<file path="src/rtl/mips_pkg.sv">
// Shared definitions for the pipelined MIPS core: ALU opcodes, the zero
// register index, ID/EX stage state encoding and the forwarding-hit test.
package mips_pkg;

  localparam logic [3:0] ALU_AND = 4'b0000;
  localparam logic [3:0] ALU_OR  = 4'b0001;
  localparam logic [3:0] ALU_ADD = 4'b0010;
  localparam logic [3:0] ALU_SUB = 4'b0110;
  localparam logic [3:0] ALU_SLT = 4'b0111;
  localparam logic [3:0] ALU_NOR = 4'b1100;

  localparam logic [4:0] REG_ZERO = 5'd0;

  typedef enum logic [1:0] {
    ST_EMPTY = 2'd0,
    ST_FULL  = 2'd1,
    ST_HELD  = 2'd2
  } stage_state_t;

  // A later-stage producer supplies idx only if it writes a non-zero register.
  function automatic logic fwd_hit(input logic we, input logic [4:0] dest,
                                   input logic [4:0] idx);
    return we && (dest != REG_ZERO) && (dest == idx);
  endfunction

endpackage

</file>
<file path="src/rtl/fwd_mux.sv">
// Per-operand bypass selector: EX/MEM result beats MEM/WB result, which beats
// the value captured from the register file.
module fwd_mux
  import mips_pkg::*;
#(
  parameter int DW = 32
) (
  input  logic [4:0]    idx_i,
  input  logic [DW-1:0] stored_i,
  input  logic          mem_reg_write_i,
  input  logic [4:0]    mem_dest_i,
  input  logic [DW-1:0] mem_result_i,
  input  logic          wb_reg_write_i,
  input  logic [4:0]    wb_dest_i,
  input  logic [DW-1:0] wb_result_i,
  output logic [DW-1:0] val_o
);

  // Priority select of the youngest matching producer.
  always_comb begin
    val_o = stored_i;
    if (fwd_hit(mem_reg_write_i, mem_dest_i, idx_i)) begin
      val_o = mem_result_i;
    end else if (fwd_hit(wb_reg_write_i, wb_dest_i, idx_i)) begin
      val_o = wb_result_i;
    end else begin
      val_o = stored_i;
    end
  end

endmodule

</file>
<file path="src/rtl/id_ex_stage.sv">
// ID/EX pipeline register feeding the ALU: valid/ready handshake, load-use
// bubble insertion, same-cycle operand forwarding and a saturating stall counter.
module id_ex_stage
  import mips_pkg::*;
#(
  parameter int DW   = 32,
  parameter int CNTW = 16
) (
  input  logic            clk,
  input  logic            rst_n,
  input  logic            id_valid,
  output logic            id_ready,
  input  logic [DW-1:0]   id_rs_data,
  input  logic [DW-1:0]   id_rt_data,
  input  logic [DW-1:0]   id_imm,
  input  logic [4:0]      id_rs,
  input  logic [4:0]      id_rt,
  input  logic [4:0]      id_dest,
  input  logic [3:0]      id_alu_ctrl,
  input  logic            id_alu_src,
  input  logic            id_reg_write,
  input  logic            id_mem_read,
  input  logic            id_mem_write,
  input  logic            flush,
  input  logic            ex_ready,
  input  logic            mem_reg_write,
  input  logic [4:0]      mem_dest,
  input  logic [DW-1:0]   mem_result,
  input  logic            wb_reg_write,
  input  logic [4:0]      wb_dest,
  input  logic [DW-1:0]   wb_result,
  output logic            ex_valid,
  output logic [DW-1:0]   ex_input1,
  output logic [DW-1:0]   ex_input2,
  output logic [3:0]      ex_alu_ctrl,
  output logic [DW-1:0]   ex_store_data,
  output logic [4:0]      ex_dest,
  output logic            ex_reg_write,
  output logic            ex_mem_read,
  output logic            ex_mem_write,
  output logic [CNTW-1:0] stall_count
);

  stage_state_t  state_q, state_d;
  logic [DW-1:0] rs_val_q, rs_val_d;
  logic [DW-1:0] rt_val_q, rt_val_d;
  logic [DW-1:0] imm_q, imm_d;
  logic [4:0]    rs_idx_q, rs_idx_d;
  logic [4:0]    rt_idx_q, rt_idx_d;
  logic [4:0]    dest_q, dest_d;
  logic [3:0]    alu_ctrl_q, alu_ctrl_d;
  logic          alu_src_q, alu_src_d;
  logic          reg_write_q, reg_write_d;
  logic          mem_read_q, mem_read_d;
  logic          mem_write_q, mem_write_d;
  logic [CNTW-1:0] stall_q, stall_d;

  logic          adv_s;
  logic          hz_s;
  logic [DW-1:0] rs_fwd_s;
  logic [DW-1:0] rt_fwd_s;

  fwd_mux #(.DW(DW)) u_fwd_rs (
    .idx_i           (rs_idx_q),
    .stored_i        (rs_val_q),
    .mem_reg_write_i (mem_reg_write),
    .mem_dest_i      (mem_dest),
    .mem_result_i    (mem_result),
    .wb_reg_write_i  (wb_reg_write),
    .wb_dest_i       (wb_dest),
    .wb_result_i     (wb_result),
    .val_o           (rs_fwd_s)
  );

  fwd_mux #(.DW(DW)) u_fwd_rt (
    .idx_i           (rt_idx_q),
    .stored_i        (rt_val_q),
    .mem_reg_write_i (mem_reg_write),
    .mem_dest_i      (mem_dest),
    .mem_result_i    (mem_result),
    .wb_reg_write_i  (wb_reg_write),
    .wb_dest_i       (wb_dest),
    .wb_result_i     (wb_result),
    .val_o           (rt_fwd_s)
  );

  assign ex_valid      = (state_q != ST_EMPTY);
  assign adv_s         = !ex_valid || ex_ready;
  assign hz_s          = ex_valid && mem_read_q && (dest_q != REG_ZERO) &&
                         ((dest_q == id_rs) || (dest_q == id_rt)) && id_valid;
  assign id_ready      = flush ? 1'b1 : (adv_s && !hz_s);

  assign ex_input1     = rs_fwd_s;
  assign ex_input2     = alu_src_q ? imm_q : rt_fwd_s;
  assign ex_store_data = rt_fwd_s;
  assign ex_alu_ctrl   = alu_ctrl_q;
  assign ex_dest       = dest_q;
  assign ex_reg_write  = reg_write_q;
  assign ex_mem_read   = mem_read_q;
  assign ex_mem_write  = mem_write_q;
  assign stall_count   = stall_q;

  // Next-state selection: flush > hold > bubble > load > drain.
  always_comb begin
    state_d     = state_q;
    rs_val_d    = rs_val_q;
    rt_val_d    = rt_val_q;
    imm_d       = imm_q;
    rs_idx_d    = rs_idx_q;
    rt_idx_d    = rt_idx_q;
    dest_d      = dest_q;
    alu_ctrl_d  = alu_ctrl_q;
    alu_src_d   = alu_src_q;
    reg_write_d = reg_write_q;
    mem_read_d  = mem_read_q;
    mem_write_d = mem_write_q;
    stall_d     = stall_q;
    if (flush || (adv_s && (hz_s || !id_valid))) begin
      state_d     = ST_EMPTY;
      dest_d      = REG_ZERO;
      reg_write_d = 1'b0;
      mem_read_d  = 1'b0;
      mem_write_d = 1'b0;
      if (!flush && hz_s && (stall_q != {CNTW{1'b1}})) begin
        stall_d = stall_q + {{(CNTW-1){1'b0}}, 1'b1};
      end else begin
        stall_d = stall_q;
      end
    end else if (!adv_s) begin
      // A producer retiring while EX stalls must not be lost.
      state_d  = ST_HELD;
      rs_val_d = rs_fwd_s;
      rt_val_d = rt_fwd_s;
    end else begin
      state_d     = ST_FULL;
      rs_val_d    = id_rs_data;
      rt_val_d    = id_rt_data;
      imm_d       = id_imm;
      rs_idx_d    = id_rs;
      rt_idx_d    = id_rt;
      dest_d      = id_dest;
      alu_ctrl_d  = id_alu_ctrl;
      alu_src_d   = id_alu_src;
      reg_write_d = id_reg_write;
      mem_read_d  = id_mem_read;
      mem_write_d = id_mem_write;
    end
  end

  // Stage registers with asynchronous clear.
  always_ff @(posedge clk or negedge rst_n) begin
    if (!rst_n) begin
      state_q     <= ST_EMPTY;
      rs_val_q    <= {DW{1'b0}};
      rt_val_q    <= {DW{1'b0}};
      imm_q       <= {DW{1'b0}};
      rs_idx_q    <= REG_ZERO;
      rt_idx_q    <= REG_ZERO;
      dest_q      <= REG_ZERO;
      alu_ctrl_q  <= 4'b0000;
      alu_src_q   <= 1'b0;
      reg_write_q <= 1'b0;
      mem_read_q  <= 1'b0;
      mem_write_q <= 1'b0;
      stall_q     <= {CNTW{1'b0}};
    end else begin
      state_q     <= state_d;
      rs_val_q    <= rs_val_d;
      rt_val_q    <= rt_val_d;
      imm_q       <= imm_d;
      rs_idx_q    <= rs_idx_d;
      rt_idx_q    <= rt_idx_d;
      dest_q      <= dest_d;
      alu_ctrl_q  <= alu_ctrl_d;
      alu_src_q   <= alu_src_d;
      reg_write_q <= reg_write_d;
      mem_read_q  <= mem_read_d;
      mem_write_q <= mem_write_d;
      stall_q     <= stall_d;
    end
  end

endmodule
</file>
<file path="config.mk">
export PLATFORM = sky130hd
export DESIGN_NAME = id_ex_stage
export DESIGN_NICKNAME = d
export VERILOG_FILES = /design/src/rtl/mips_pkg.sv /design/src/rtl/fwd_mux.sv /design/src/rtl/id_ex_stage.sv
export SDC_FILE = /design/constraint.sdc
export NUM_CORES = 1
export LEC_CHECK = 0
export ABC_CLOCK_PERIOD_IN_PS = 10400
export BUFFER_PORTS_ARGS = -buffer_cell sky130_fd_sc_hd__buf_2
export CORE_MARGIN = 2
export CORE_UTILIZATION = 54
export DETAILED_ROUTE_END_ITERATION = 8
export PLACE_DENSITY = 0.84
export SLEW_MARGIN = 20
export SYNTH_ARGS = -nofsm -noshare
export SYNTH_HDL_FRONTEND = slang
export SYNTH_SLANG_ARGS = --single-unit
export TNS_END_PERCENT = 5
</file>
<file path="constraint.sdc">
create_clock -name clk -period 10.4 [get_ports clk]
set_input_delay 3.12 -clock clk [delete_from_list [all_inputs] [get_ports clk]]
set_output_delay 3.12 -clock clk [all_outputs]
set_load 0.1 [all_outputs]
</file>
### Word-level counts from Yosys, hierarchy flattened

Index checks and enable logic that the tools add are counted.

* add/subtract/negate cells: 1
* equality and inequality tests: 7
* muxes and demuxes: 18
* bitwise gates (word level): 1
* reductions and logical operators: 29

Operators with widths (number)
* two-way mux 32 bit: 7
* == test 5 bit: 6
* adder 16 x 1 -> 16 bit, second input constant: 1
* inequality test 16 bit, second input constant: 1
* nonzero test 5 bit: 3
* logical AND 1 bit: 14
* two-way mux 5 bit: 2
* two-way mux 1 bit: 7
* logical NOT 1 bit: 4
* logical OR 1 bit: 4
* two-way mux 2 bit: 2
* AND reduction 2 bit: 2
* nonzero test 2 bit: 2
* NOT 1 bit: 1

* register bits: 137
* bits of input ports: 200
* logic and storage cells: 69

### Logic depth before layout (Yosys ltp)

* depth in word-level cells: 10
* gate-level depth with buffers: 9
* mapped depth without buffers: 6

### Cells and area by module

A second synthesis with hierarchy kept.

* cell total of the unflattened synthesis: 1205
* area, all modules: 10121.0 um^2

Modules (own cells, without submodules)
* id_ex_stage: times used 1, cells an instance 835, area each 7786.2 um^2, seq. area each 3428.3 um^2
* fwd_mux: times used 2, cells an instance 185, area each 1167.4 um^2, seq. area each 0.0 um^2

### Worst setup path after synthesis

OpenSTA, ideal clock, no wires.

* kind: input-to-output
* start: in wb_dest[0]
* end: out ex_input2[18]
* arrival: 6.514 ns
* path slack: 0.766 ns
* stages: 8
* path buffers: 2
* cells stage by stage: or4_4 -> o21a_1 -> clkbuf_1 -> nand3_2 -> buf_4 -> nand2_1 -> o2bb2ai_1 -> o21ai_0

* word-level cells in the longest chain between the ends: 6
* elaborated cells on any way between the ends: 7

RTL lines
* from (decl): RTL line id_ex_stage.sv:30 `input logic [4:0] wb_dest,`
* nonzero test 5 bit: RTL line mips_pkg.sv:23 `return we && (dest != REG_ZERO) && (dest == idx);`
* logical AND 1 bit: RTL line mips_pkg.sv:23
* logical AND 1 bit *: RTL line mips_pkg.sv:23
* two-way mux 32 bit *: RTL line fwd_mux.sv:24 `end else if (fwd_hit(wb_reg_write_i, wb_dest_i, idx_i)) begin`
* two-way mux 32 bit *: RTL line fwd_mux.sv:22 `if (fwd_hit(mem_reg_write_i, mem_dest_i, idx_i)) begin`
* two-way mux 32 bit *: RTL line id_ex_stage.sv:94 `assign ex_input2 = alu_src_q ? imm_q : rt_fwd_s;`
* to (decl): RTL line id_ex_stage.sv:34 `output logic [DW-1:0] ex_input2,`

Mark *: on every way between the ends. The rest lies on a longest branch, timed or not.

### Final worst setup path

* start: in mem_dest[0]
* end: out ex_input2[19]

* word-level cells in the longest chain between the ends: 5
* elaborated cells on any way between the ends: 6

RTL lines
* from (decl): RTL line id_ex_stage.sv:27 `input logic [4:0] mem_dest,`
* nonzero test 5 bit: RTL line mips_pkg.sv:23
* logical AND 1 bit: RTL line mips_pkg.sv:23
* logical AND 1 bit *: RTL line mips_pkg.sv:23
* two-way mux 32 bit *: RTL line fwd_mux.sv:22
* two-way mux 32 bit *: RTL line id_ex_stage.sv:94

Marks and branches as above.

==> flow_summary.ini <==
[cells_and_area]
fin_nets = 1384
layout_commonest_cell = buf_2
final_cell_mix = buf_2 (324), nand2_1 (143), dfrtp_1 (136), mux2_2 (56), nand4_1 (46)
layout-drive-gt1-share = 0.398
fin_area_um2 = 10800
area_growth_pct = 26.4

[placed_design]
dpl_cell_area_um2 = 10200
place.gp.congestion = 0.917
numPortBuffers = 325
dp_hpwl_mm = 22.8

[flow_run]
cap_violations = 0

[yosys]
synth-edff-count = 0
synth-async-reset-ratio = 1.00
syn_area_per_cell_um2 = 9.41
ys_seq_area_frac = 0.400
synth-seq-cells = 137
ys_warn_count = 0
synth_cell_types = 49
syn-cell-area_um2 = 8560
synth-main-ff-cell = dfrtp_1
synthCells = 910
synth_fp_nets = 1111

[drt]
drtAntennaViolNets = 0
wl_per_cell_um = 22.0
drt_iter0_markers = 793
drt_pass1_iterations = 6
vias = 8692
drc_errors = 0
viasPerCell = 6.14
drt_wl_total_mm = 31.2

[clocking]
clkSinkCount = 137
cts_tree = built
cts_buffers = 17
ctsResizeCount = 0
clk_latency_ps = 430
root_buffer = clkbuf_16
hold_buffers = 0
clkSlewWorstSetupHoldPaths_ps = 60
htree_levels = 4
clk_path_buf_depth = 2
post-cts-setup-buffers = 0

[grt]
grt.total_usage = 0.362
grt_pass1_wl_mm = 45.7
grtUsageMet2 = 0.604
gr-total-overflow = 0
grtUsageMet1 = 0.414
top_usage_layer = met2
grt_max_degree = 79
grtUsageMet3 = 0.0824
antenna_found_initial = 4
first_global_vias = 8270

[sta]
tns_ps = 0
final_hold_viol_count = 0
fin_crit_ps = 8800
max_freq_mhz = 114
rsz0062_at_grt = no
skew_ps = 8.05
drv_slew = 0
worst_slew_pin_slew_ps = 1090
period_share = 0.846
setup_viol = 0
relSlewSlack = 0.274

[critical_path]
worstPathRequired_ps = 7280
start_kind = input port
reg2reg_depth = 6
r2r_setup_slack_ps = 6900
endpoint_kind = primary output
worstPathArrival_ps = 5680
path_max_fanout = 32
r2r-end = imm_q[22]$_DFFE_PN0P_
critical_path_class = input port to primary output
r2r_start = state_q[1]$_DFF_PN0_

[floorplan]
die_width_um = 130
num_io_pins = 326
initial_core_util = 0.545
die_h_um = 130
core_area_um2 = 15700
rows = 46
die_area_um2 = 16900

[worst_hold_path]
min_to = rt_val_q[20]$_DFFE_PN0N_
hold_path_depth = 2
hold_class = register to register
hold_start = rt_val_q[20]$_DFFE_PN0N_

[pwr]
ir_drop_mv = 0.148
powerDensity_nw_per_um2 = 233
power_leakage_nw = 4.96

[status]
status = complete, no violations
layer usage:
metal,up-vias,routed length [um]
met5,-,0
met4,0,2150
met3,123,2770
met2,554,15100
met1,4083,11200
li1,3932,-
flip-flops by register name (all words and copies together) (netlist names):
name and flops:
imm_q 32, rs_val_q 32, rt_val_q 32, stall_count 16, ex_dest 5, rs_idx_q 5
rt_idx_q 5, ex_alu_ctrl 4, state_q 2, alu_src_q 1, ex_mem_read 1, ex_mem_write 1
ex_reg_write 1
cell type report:
class / instances / area (um2)
flip-flops and latches: 137 / 3430
multi-input cells: 659 / 4630
diodes: 3 / 7.51
repair buffers: 342 / 1760
inverters: 26 / 97.6
well taps: 216 / 270
clock buffers: 20 / 457
clock inverters: 12 / 164
fillers: 1222 / 4890
stage by stage:
stage | utilization | setup WS (ps) | hold slack [ps] | total power [mW] | std cells
2_1_floorplan | - | 766 | 450 | 1.64 | 910
3_3_place_gp | 0.649 | 1700 | 468 | 1.86 | 1380
3_5_place_dp | 0.649 | 1640 | 477 | 1.87 | 1380
4_1_cts | 0.688 | 1650 | 492 | 2.51 | 1412
5_1_grt | 0.688 | 1490 | 511 | 2.60 | 1413
6_report | 0.689 | 1600 | 483 | 2.52 | 1415
Yosys cell counts, drive strengths merged (2+ instances only):
cell type	n	area [um2]
nand2	143	537
dfrtp	137	3430
o21ai	65	329
mux2	57	642
clkbuf	49	184
nand4	46	288
nor4	42	263
o31ai	42	315
a31oi	41	438
mux2i	41	410
buf	39	243
xnor2	27	236
inv	24	90.1
a21oi	23	115
o221ai	23	201
o2bb2ai	23	201
xor2	18	158
nor2	12	45.0
nand3	11	60.1
nor3	9	65.1
a22o	8	70.1
and3	3	18.8
nand3b	3	22.5
o211ai	3	37.5
or2	3	18.8
or4	3	30.0
clkinv	2	7.51
nor4bb	2	20.0
or3	2	12.5
power by group:
group | internal (mW) | leakage [nW] | switching (mW) | total, mW
Sequential | 0.607 | 1.70 | 0.0570 | 0.664
Clock | 0.393 | 0.302 | 0.246 | 0.639
Combinational | 0.235 | 2.95 | 0.979 | 1.21
Total | 1.23 | 4.96 | 1.28 | 2.52
worst max-delay path, stage by stage:
cell	delay, ps
buf_2	120
or4_4	550
o211ai_2	450
or3_1	180
buf_4	350
a31oi_2	280
mux2_2	330
buf_2	290
worst max path at each step:
stage                      startpoint       endpoint  slack [ps]  depth (start not counted)
after floorplan            wb_dest[0]  ex_input2[18]         770                          8
after global placement     wb_dest[0]  ex_input2[16]        1700                          9
after detailed placement   wb_dest[0]  ex_input2[16]        1640                          9
after CTS                 mem_dest[0]  ex_input2[19]        1650                          8
after global routing       wb_dest[0]  ex_input2[17]        1490                          9
final                     mem_dest[0]  ex_input2[19]        1600                          8
logic make-up after synthesis:
family          synth area share
compound gates             0.203
xor+xnor                  0.0460
fa+ha+maj                0.00146
buf+inv                   0.0612
flops                      0.400
mux                        0.123
simple gates               0.165
No activity file was read; power rests on OpenSTA's default activity.
